$ cat src/rtl/shifter_arbiter_pkg.sv
// Shared constants for the two-requester rotate arbiter: requester IDs,
// result-stage state encoding and the statistics counter width.
package shifter_arbiter_pkg;

  localparam logic REQ0 = 1'b0;
  localparam logic REQ1 = 1'b1;

  localparam logic ST_EMPTY = 1'b0;
  localparam logic ST_FULL  = 1'b1;

  localparam int unsigned STAT_W = 16;

endpackage

$ cat src/rtl/rotr_core.sv
// Combinational right rotate. Port shape matches the barrel shifter so the
// two are interchangeable at the datapath level.
module rotr_core #(
  parameter int unsigned DATA_W = 8
) (
  input  logic [DATA_W-1:0]         in,
  input  logic [$clog2(DATA_W)-1:0] ctrl,
  output logic [DATA_W-1:0]         out
);

  localparam int unsigned AMT_W = $clog2(DATA_W);

  logic [AMT_W:0] lshift;

  // Rotate = logical right shift OR'd with the wrapped-around low bits;
  // ctrl=0 gives a left shift of DATA_W, which contributes nothing.
  always_comb begin
    lshift = (AMT_W+1)'(DATA_W) - {1'b0, ctrl};
    out    = (in >> ctrl) | (in << lshift);
  end

endmodule

$ cat src/rtl/shifter_arbiter.sv
// Round-robin arbiter sharing one rotr_core between two valid/ready
// requesters, with a single registered, ID-tagged result stage.
// Optional statistics counters enabled by defining SHIFTER_ARBITER_STATS_EN.
module shifter_arbiter
  import shifter_arbiter_pkg::*;
#(
  parameter int unsigned DATA_W  = 8,
  parameter int unsigned RR_INIT = 0
) (
  input  logic                      clk,
  input  logic                      rst,
  input  logic                      req0_valid,
  output logic                      req0_ready,
  input  logic [DATA_W-1:0]         req0_data,
  input  logic [$clog2(DATA_W)-1:0] req0_amt,
  input  logic                      req1_valid,
  output logic                      req1_ready,
  input  logic [DATA_W-1:0]         req1_data,
  input  logic [$clog2(DATA_W)-1:0] req1_amt,
  output logic                      resp_valid,
  input  logic                      resp_ready,
  output logic [DATA_W-1:0]         resp_data,
  output logic                      resp_id
`ifdef SHIFTER_ARBITER_STATS_EN
  ,
  output logic [STAT_W-1:0]         gnt0_cnt,
  output logic [STAT_W-1:0]         gnt1_cnt,
  output logic [STAT_W-1:0]         stall_cnt
`endif
);

  localparam int unsigned AMT_W = $clog2(DATA_W);

  logic              state;
  logic              last_grant;
  logic              can_accept;
  logic              grant0;
  logic              grant1;
  logic              xfer;
  logic              sel;
  logic [DATA_W-1:0] mux_data;
  logic [AMT_W-1:0]  mux_amt;
  logic [DATA_W-1:0] rot_data;

  assign resp_valid = (state == ST_FULL);
  assign req0_ready = grant0;
  assign req1_ready = grant1;

  // Grant decision: readies are held low during reset even though the
  // result stage already reads EMPTY under the asynchronous clear.
  always_comb begin
    can_accept = ~rst & ((state == ST_EMPTY) | resp_ready);
    grant0     = can_accept & req0_valid & (~req1_valid | (last_grant == REQ1));
    grant1     = can_accept & req1_valid & (~req0_valid | (last_grant == REQ0));
    xfer       = grant0 | grant1;
    sel        = grant1 ? REQ1 : REQ0;
    mux_data   = grant1 ? req1_data : req0_data;
    mux_amt    = grant1 ? req1_amt  : req0_amt;
  end

  rotr_core #(.DATA_W(DATA_W)) u_rotr (
    .in   (mux_data),
    .ctrl (mux_amt),
    .out  (rot_data)
  );

  // Result stage: load on transfer, drop valid on drain, hold on stall.
  always_ff @(posedge clk or posedge rst) begin
    if (rst) begin
      state      <= ST_EMPTY;
      resp_data  <= '0;
      resp_id    <= REQ0;
      last_grant <= (RR_INIT == 0) ? REQ1 : REQ0;
    end else if (xfer) begin
      state      <= ST_FULL;
      resp_data  <= rot_data;
      resp_id    <= sel;
      last_grant <= sel;
    end else if ((state == ST_FULL) && resp_ready) begin
      state      <= ST_EMPTY;
    end
  end

`ifdef SHIFTER_ARBITER_STATS_EN
  // Saturating per-requester grant counters and output stall counter.
  always_ff @(posedge clk or posedge rst) begin
    if (rst) begin
      gnt0_cnt  <= '0;
      gnt1_cnt  <= '0;
      stall_cnt <= '0;
    end else begin
      if (grant0 && (gnt0_cnt != '1))
        gnt0_cnt <= gnt0_cnt + 1'b1;
      if (grant1 && (gnt1_cnt != '1))
        gnt1_cnt <= gnt1_cnt + 1'b1;
      if (resp_valid && !resp_ready && (stall_cnt != '1))
        stall_cnt <= stall_cnt + 1'b1;
    end
  end
`endif

endmodule

$ cat config.mk
export PLATFORM = sky130hd
export DESIGN_NAME = shifter_arbiter
export DESIGN_NICKNAME = d
export VERILOG_FILES = /design/src/rtl/shifter_arbiter_pkg.sv /design/src/rtl/rotr_core.sv /design/src/rtl/shifter_arbiter.sv
export SDC_FILE = /design/constraint.sdc
export NUM_CORES = 1
export LEC_CHECK = 0
export CAP_MARGIN = 20
export CORE_ASPECT_RATIO = 1.2
export CORE_MARGIN = 1
export CORE_UTILIZATION = 45
export DETAILED_ROUTE_END_ITERATION = 7
export PLACE_DENSITY = 0.82
export SETUP_SLACK_MARGIN = 0.05
export SYNTH_ARGS = -nofsm -noshare
export SYNTH_HDL_FRONTEND = slang
export SYNTH_HIERARCHICAL = 1
export SYNTH_SLANG_ARGS = --single-unit
$ cat constraint.sdc
create_clock -name clk -period 4 [get_ports clk]
set_input_delay 1.2 -clock clk [delete_from_list [all_inputs] [get_ports clk]]
set_output_delay 1.2 -clock clk [all_outputs]
set_load 0.005 [all_outputs]
Word level (Yosys, flattened, before mapping)
Cells that the tools add are included.
- bitwise gates (word level): 15
- multiplexer cells: 5
- reduce and logical (&&, ||, !) cells: 2
- $add $sub $neg: 1
- shifts and indexed selects: 2
- operator list (operator ; count):
    $mux W8 ; 1
    $or A8 B8 Y8 ; 1
    $shl A8 B4 Y8 ; 1
    $shr A8 B3 Y8 ; 1
    $and A1 B1 Y1 ; 5
    $not A1 Y1 ; 5
    $or A1 B1 Y1 ; 4
    $sub A4 B3 Y4 const A ; 1
    $mux W1 ; 3
    $mux W3 ; 1
    $reduce_bool A2 Y1 ; 1
    $logic_and A1 B1 Y1 ; 1
- input bits: 27
- register bits: 11
- logic and storage cells: 29
- output and inout port bits: 12

Longest topological paths before layout
Gate-level depths: netlist of the first run.
- word-level depth: 9
- mapped depth: 13
- mapped depth without buffers: 10

By module
Netlist of the first run, hierarchy kept.
- by module, submodules not included (module ; cells each ; seq. area each (sq um) ; area each (sq um) ; instances):
    rotr_core ; 79 ; 0.0 ; 629.4 ; 1
    shifter_arbiter ; 43 ; 276.5 ; 606.8 ; 1

Least setup slack after synthesis of the first run
No wires, ideal clock.
- kind: input-to-reg
- start: in rst
- end: reg resp_data[6]
- path buffers: 3
- setup time: 0.125 ns
- slack: 0.005 ns
- arrival: 3.870 ns
- stages on the path: 12
- required time: 3.875 ns
- cells stage by stage: a2111oi_4 buf_6 mux2_2 buf_2 inv_1 ha_1 buf_6 mux2i_1 mux2_2 o22ai_1 or3_1 mux2_2
- word-level cells in the longest chain between the ends: 8
- elaborated cells on any way between the ends: 13
- classes of those cells: add/sub (1); shift (2); mux (2); bitwise (8)
- RTL lines (item ; RTL line ; text):
    start: declaration ; shifter_arbiter.sv:11 ; input logic rst,
    $not A1 Y1 (*) ; shifter_arbiter.sv:52 ; can_accept = ~rst & ((state == ST_EMPTY) | resp_ready);
    $and A1 B1 Y1 (*) ; shifter_arbiter.sv:52 ;
    $and A1 B1 Y1 (*) (2 in series) ; shifter_arbiter.sv:54 ; grant1 = can_accept & req1_valid & (~req0_valid | (last_grant == REQ0));
    named net req1_ready ; shifter_arbiter.sv:17 ; output logic req1_ready,
    $mux W3 (*) ; shifter_arbiter.sv:58 ; mux_amt = grant1 ? req1_amt : req0_amt;
    named net mux_amt[1] ; shifter_arbiter.sv:42 ; logic [AMT_W-1:0] mux_amt;
    $sub A4 B3 Y4 ; rotr_core.sv:18 ; lshift = (AMT_W+1)'(DATA_W) - {1'b0, ctrl};
    $shl A8 B4 Y8 ; rotr_core.sv:19 ; out = (in >> ctrl) | (in << lshift);
    $or A8 B8 Y8 (*) ; rotr_core.sv:19 ;
    named net rot_data[6] ; shifter_arbiter.sv:43 ; logic [DATA_W-1:0] rot_data;
    end signal: assignment ; shifter_arbiter.sv:76 ; resp_data <= rot_data;
    end: declaration ; shifter_arbiter.sv:22 ; output logic [DATA_W-1:0] resp_data,
Mark *: on every way through the listed nets, which the timed path passes. The rest lies on a longest branch.
A chain may end at the register's enable or synchronous reset.

Final worst setup path of the first run
- start: in resp_ready
- end: out req1_ready
- word-level cells in the longest chain between the ends: 4
- RTL lines (item ; RTL line ; text):
    start: declaration ; shifter_arbiter.sv:21 ; input logic resp_ready,
    $or A1 B1 Y1 ; shifter_arbiter.sv:52 ;
    $and A1 B1 Y1 ; shifter_arbiter.sv:52 ;
    $and A1 B1 Y1 (2 in series) ; shifter_arbiter.sv:54 ;
    end: declaration ; shifter_arbiter.sv:17 ;
No other way between the ends.

==> results of run 1 <==
[layer usage]
metal	vias to the layer above	GRT usage, %
li1	597	-
met1	572	28.8
met2	42	50.2
met3	6	5.13
met4	0	4.08
met5	-	0
[critical path: cells and delay by family]
family	cells	cell delay (ns)
buffers and inverters	4	1.24
AO/OA/AOI/OAI	1	0.20
AND/OR/NAND/NOR	1	0.07
[through the flow]
stage               setup slack (ns)  total power [mW]  TNS (ns)  instances
floorplan                     0.0533             0.356         0        122
global placement              -0.144             0.504    -0.469        209
detailed placement            -0.222             0.519     -1.23        209
CTS                           0.0597             0.601         0        216
global route                  0.0436             0.644         0        217
finish                        0.0837             0.604         0        217
[cells by family after synthesis]
kind of cell             count (synthesis)
AO/OA/AOI/OAI                           29
buffers and inverters                   14
adder cells (fa/ha/maj)                  1
AND/OR/NAND/NOR                         32
multiplexers                            35
flip-flops                              11
[report_power, final]
group          internal (mW)  total [mW]  switching [mW]
logic                  0.219       0.360           0.141
registers              0.149       0.169          0.0208
clock network         0.0386      0.0749          0.0363
total                  0.406       0.604           0.198
[state kept, by name, indices dropped and copies added (netlist names)]
register,count
resp_data,8
last_grant,1
resp_id,1
resp_valid,1
[layout by cell type (no fill, tap or decap), types with 2 or more instances in the layout]
cell	n
nor2b_1	2
mux2i_4	2
clkbuf_4	3
nand3_1	2
clkdlybuf4s50_1	35
a22oi_1	2
nor2_1	6
or3_1	2
clkinv_1	2
a21oi_1	4
mux2_2	19
nand2_1	10
dlymetal6s2s_1	3
buf_4	25
nand3b_1	2
o21a_1	2
dfrtp_1	10
a221oi_1	3
inv_1	5
mux2i_1	8
mux4_1	3
o22ai_1	2
a21o_2	2
a221o_1	2
[repair_timing]
item | CTS | global route
resized for setup | 2 | 5
buffers inserted | 3 | 1
pin swaps | 2 | 2
endpoints found under the setup margin | 2 | 7
[how the worst min path moves through the flow]
stage | start | slack [ns] | depth (start not counted) | to
after detailed placement | resp_data[2]$_DFFE_PP0P_ | 0.50 | 1 | resp_data[2]$_DFFE_PP0P_
after global routing | resp_id$_DFFE_PP0P_ | 0.53 | 1 | resp_id$_DFFE_PP0P_
after CTS | resp_data[2]$_DFFE_PP0P_ | 0.51 | 1 | resp_data[2]$_DFFE_PP0P_
final | resp_data[2]$_DFFE_PP0P_ | 0.51 | 1 | resp_data[2]$_DFFE_PP0P_
after global placement | resp_data[5]$_DFFE_PP0P_ | 0.49 | 1 | resp_data[5]$_DFFE_PP0P_
after floorplan | resp_id$_DFFE_PP0P_ | 0.48 | 1 | resp_id$_DFFE_PP0P_
[cell type report]
type | count | share of cell area, %
inverters | 8 | 1.60
well taps | 33 | 2.20
clock buffers | 4 | 1.40
flip-flops and latches | 11 | 14.8
multi-input cells | 97 | 48.7
repair buffers | 64 | 31.3
==> summary.md, run 1 <==
| Metric | Value |
|---|---|
| Status | finished, final reports clean |
| Worst setup path startpoint | resp_ready |
| Max Slew Vio Count | 0 |
| CP Capture Type | output pin |
| Clk_lat worst skew | 0.26 ns |
| Register area | 277 um2 |
| Starting Density | 48.0% |
| DRC Markers | 0 |
| Mux share of post-synthesis cell area | 36.3% |
| Die Ht | 59.4 um |
| Post-synth ARST share | 100% |
| TritonRoute pass-1 iters | 4 |
| Xor/xnor share of the synthesized area | 0% |
| # H-tree levels | 1 |
| Global Route Usage Sum | 25.7% |
| FF+latch count, synth | 11 |
| Global-route wire length before repair | 5760 um |
| Synth Area in Adders | 1.01% |
| Area share of the largest cell type after synthesis | 20.2% |
| Hpwl dp | 2860 um |
| Clock Sinks | 11 |
| Post-layout minimum cycle time | 3.92 ns |
| Number of top-level pins | 39 |
| Flop-to-flop setup slack | 1.09 ns |
| Share of layout cells above drive strength 1 | 34.2% |
| Final Wtd Congestion | 0.939 |
| Worst Path Arrival | 2.72 ns |
| Hold Crit Class | reg2reg |
| Post-Synth Simple-Gate Area | 14.1% |
| Slew at the pin closest to its max-slew limit | 0.634 ns |
| Top post-synthesis cells by count | 20 x mux2_2, 10 x dfrtp_1, 10 x mux2i_1, 10 x nand2_1 |
| Leakage power | 0.807 nW |
| Hold Fails Final Rpt | 0 |
| CTS tree | yes |
| Crit path kind | in2out |
| R2r startpoint | last_grant$_DFFE_PP1P_ |
| CTS Hold Bufs | 0 |
| WL final | 3680 um |
| Wl on met1 | 1550 um |
| Fmax | 255 MHz |
| RSZ-0062 raised after global routing | false |
| I/O Buffers | 38 |
| Synth unique cells | 47 |
| CORE AREA | 2580 um2 |
| Die ar. | 2960 um2 |
| Critical Path Max Stage Delay | 0.51 ns |
| Worst IR Drop VDD | 0.000240 V |
| DIE WIDTH | 49.8 um |
| Max-slew headroom | 57.5% |
| Most Frequent Cell on Critical Path | clkdlybuf4s50_1 |
| RR Endpoint | resp_data[4]$_DFFE_PP0P_ |
| Syn_area_per_cell | 10.1 um2 |
| CP endpoint | req1_ready |
| Fin util | 72.7% |
| Sequential area share after synthesis | 22.4% |
| Top layer in use | met4 |
| Most common cell in the netlist | mux2_2 |
| Area leader, netlist | dfrtp_1 |
| Vias in the first global route | 1256 |
| Antenna-violating nets left | 0 |
| Final Cycle Share | 97.9% |
| Via/cell ratio | 5.61 |
| Synth Cell Area | 1240 um2 |
| Req. time, crit path | 2.80 ns |
| CTS Buf Count | 3 |
| Fillers | 199 |
| Layout area overhead | 51.5% |
| Initial antenna violation count | 0 |
| Initial DRC count | 32 |
| Clock Skew | 0.000982 ns |
| Syn nets | 150 |
| GRT overflow | 0 |
| CP startpoint kind | primary input |
| Worst hold margin | 0.506 ns |
| Yosys warnings | 6 |
| Final Cell Area | 1870 um2 |
| Post-synth EDFFs | 0 |
| # diodes | 0 |
| Worst path cell trace | clkdlybuf4s50_1, nor2b_4, a2111oi_4, buf_4, buf_6, clkdlybuf4s50_1 |
| Register-to-Register Path Depth | 10 |
| DP Area | 1790 um2 |
| Row count | 20 |
| WL met3 | 155 um |
| Top FF cell, synth | dfrtp_1 |
| Via count | 1217 |
| Final #Nets | 213 |
| Largest net degree at the start of global routing | 23 |
| Metal2 WL | 1920 um |
| Synth area leaders | dfrtp_1 20%, mux2_2 18%, mux2i_1 8.1% |
| Post-Syn Instances | 122 |
| Area of the multi-input gates | 912 um2 |
| WL/cell | 16.9 um |
| Final setup violation count | 0 |
| CTS Root Cell | clkbuf_4 |
| MaxCap Viol Count | 0 |
| Clk slew on worst S/H paths | 0.07 ns |
| Synth Area in Compound Gates | 19.7% |
| Crit path max fanout | 4 |
| Cell Pwr Density | 323 nW/um2 |
| Main combinational cell family by area after synthesis | multiplexers |
| Clock tree buffer depth | 2 |
| Worst path slowest cell | clkdlybuf4s50_1 |
No activity file was read; power rests on OpenSTA's default activity.
==> run 2: changes to the inputs <==
--- a/config.mk
+++ b/config.mk
@@ -5,6 +5,7 @@
 export SDC_FILE = /design/constraint.sdc
 export NUM_CORES = 1
 export LEC_CHECK = 0
+export ABC_CLOCK_PERIOD_IN_PS = 4000
 export CAP_MARGIN = 20
 export CORE_ASPECT_RATIO = 1.2
 export CORE_MARGIN = 1
==> results of run 2 <==
The final DEF is identical to that of run 1; final timing and power are the same.
==> run 3: changes to the inputs <==
--- a/config.mk
+++ b/config.mk
@@ -8,11 +8,12 @@
 export ABC_CLOCK_PERIOD_IN_PS = 4000
 export CAP_MARGIN = 20
 export CORE_ASPECT_RATIO = 1.2
-export CORE_MARGIN = 1
+export CORE_MARGIN = 8
 export CORE_UTILIZATION = 45
 export DETAILED_ROUTE_END_ITERATION = 7
 export PLACE_DENSITY = 0.82
 export SETUP_SLACK_MARGIN = 0.05
+export SLEW_MARGIN = 30
 export SYNTH_ARGS = -nofsm -noshare
 export SYNTH_HDL_FRONTEND = slang
 export SYNTH_HIERARCHICAL = 1
==> summary.md, run 3 (synthesized netlist as in run 1, its figures left out) <==
| Metric | Value |
|---|---|
| Area of the multi-input gates | 903 um2 |
| Register-to-Register Path Depth | 11 |
| CTS Buf Count | 3 |
| Crit path max fanout | 3 |
| DIE WIDTH | 63.8 um |
| Family with the most delay on the worst path | buffers and inverters |
| DP Area | 1780 um2 |
| RSZ-0062 raised after global routing | false |
| Critical Path Max Stage Delay | 0.50 ns |
| Initial DRC count | 47 |
| Post-layout minimum cycle time | 3.85 ns |
| Die ar. | 4690 um2 |
| Clock tree buffer depth | 2 |
| Global Route Usage Sum | 15.3% |
| Final Cell Area | 1840 um2 |
| Share of layout cells above drive strength 1 | 33.1% |
| Crit path kind | in2out |
| Top reg by flops | resp_data |
| Cell Pwr Density | 322 nW/um2 |
| Via count | 1253 |
| Metal2 WL | 2000 um |
| Worst Path Arrival | 2.65 ns |
| Critical path buffers and inverters | 5 |
| MaxCap Viol Count | 0 |
| Worst IR Drop VDD | 0.000197 V |
| Fmax | 260 MHz |
| CTS tree | yes |
| Final setup violation count | 0 |
| Max FFs per register | 8 |
| Number of cells on the critical path | 6 |
| Via/cell ratio | 5.83 |
| Final Cycle Share | 96.2% |
| DRC Markers | 0 |
| I/O Buffers | 38 |
| RR Endpoint | resp_data[6]$_DFFE_PP0P_ |
| CORE AREA | 2710 um2 |
| Worst path slowest cell | clkdlybuf4s50_1 |
| GRT overflow | 0 |
| Row count | 21 |
| Placed cell count | 208 |
| Clock Skew | 0.000793 ns |
| Largest net degree at the start of global routing | 23 |
| Status | finished, final reports clean |
| # H-tree levels | 1 |
| Leakage power | 0.784 nW |
| Wl on met1 | 1400 um |
| Final #Nets | 210 |
| Req. time, crit path | 2.80 ns |
| Top layer in use | met4 |
| WL/cell | 17.0 um |
| Register area | 277 um2 |
| Hold Crit Class | reg2reg |
| R2r startpoint | resp_valid$_DFFE_PP0P_ |
| Die Ht | 73.4 um |
| Clk_lat worst skew | 0.26 ns |
| Max-slew headroom | 58.8% |
| Initial antenna violation count | 0 |
| WL met3 | 240 um |
| Fillers | 209 |
| CTS Root Cell | clkbuf_4 |
| WL final | 3670 um |
| TritonRoute pass-1 iters | 4 |
| Layout area overhead | 48.8% |
| Global-route wire length before repair | 5980 um |
| Leading cell type in the layout, fill and taps excluded | clkdlybuf4s50_1 |
| CP endpoint | req0_ready |
| Worst path cell trace | clkdlybuf4s50_1, buf_4, inv_1, nand4b_1, inv_1, clkdlybuf4s50_1 |
| Finished Layout Cells | 215 |
| Number of top-level pins | 39 |
| Slew at the pin closest to its max-slew limit | 0.615 ns |
| Vias in the first global route | 1290 |
| Antenna-violating nets left | 0 |
| Max Slew Vio Count | 0 |
| Flop-to-flop setup slack | 1.01 ns |
| Hpwl dp | 2940 um |
| CP startpoint kind | primary input |
| CP Capture Type | output pin |
| Hold Fails Final Rpt | 0 |
| Final Wtd Congestion | 0.898 |
| # diodes | 0 |
| Setup TNS | 0 ns |
| Starting Density | 45.7% |
| Worst setup path startpoint | rst |
| Most frequent cells in the layout | 35 x clkdlybuf4s50_1, 22 x buf_4, 19 x mux2_2 |
| Clock Sinks | 11 |
| Clk slew on worst S/H paths | 0.06 ns |
| Final Power | 0.592 mW |
## run 3: routing by layer
metal | GRT usage (%) | up-vias
met5 | 0 | -
met4 | 3.97 | 0
met3 | 2.90 | 4
met2 | 30.3 | 46
met1 | 15.7 | 615
li1 | - | 588
## run 3: report_power, final
| group | total, mW | internal (mW) | switching, mW |
|---|---|---|---|
| registers | 0.169 | 0.149 | 0.0199 |
| clock network | 0.0716 | 0.0385 | 0.0331 |
| logic | 0.352 | 0.214 | 0.138 |
| total | 0.592 | 0.401 | 0.191 |
## run 3: what timing repair did
| item | CTS | global route |
|---|---|---|
| buffers inserted | 2 | 1 |
| hold buffers | 0 | 0 |
| endpoints found under the setup margin | 1 | 2 |
| gates resized for setup | 2 | 5 |
| pin swaps | 1 | 2 |
## run 3: worst min-delay path by stage
stage                        startpoint                   to  slack, ns  depth (start not counted)
finish              resp_id$_DFFE_PP0P_  resp_id$_DFFE_PP0P_       0.50                          1
global route        resp_id$_DFFE_PP0P_  resp_id$_DFFE_PP0P_       0.51                          1
global placement    resp_id$_DFFE_PP0P_  resp_id$_DFFE_PP0P_       0.47                          1
floorplan           resp_id$_DFFE_PP0P_  resp_id$_DFFE_PP0P_       0.48                          1
detailed placement  resp_id$_DFFE_PP0P_  resp_id$_DFFE_PP0P_       0.49                          1
CTS                 resp_id$_DFFE_PP0P_  resp_id$_DFFE_PP0P_       0.50                          1
## run 3: layout make-up
class / instances / share of cell area, %
multi-input cells: 97 / 49.1
repair buffers: 61 / 30.5
flip-flops and latches: 11 / 15.0
well taps: 34 / 2.31
inverters: 8 / 1.63
clock buffers: 4 / 1.43
## run 3: through the flow
step / hold WS, ns / util (%) / setup slack (ns)
finish: 0.497 / 68.0 / 0.151
global route: 0.515 / 68.0 / 0.0939
CTS: 0.500 / 67.2 / 0.104
detailed placement: 0.485 / 65.6 / -0.224
global placement: 0.467 / 65.6 / -0.181
floorplan: 0.481 / - / 0.0533
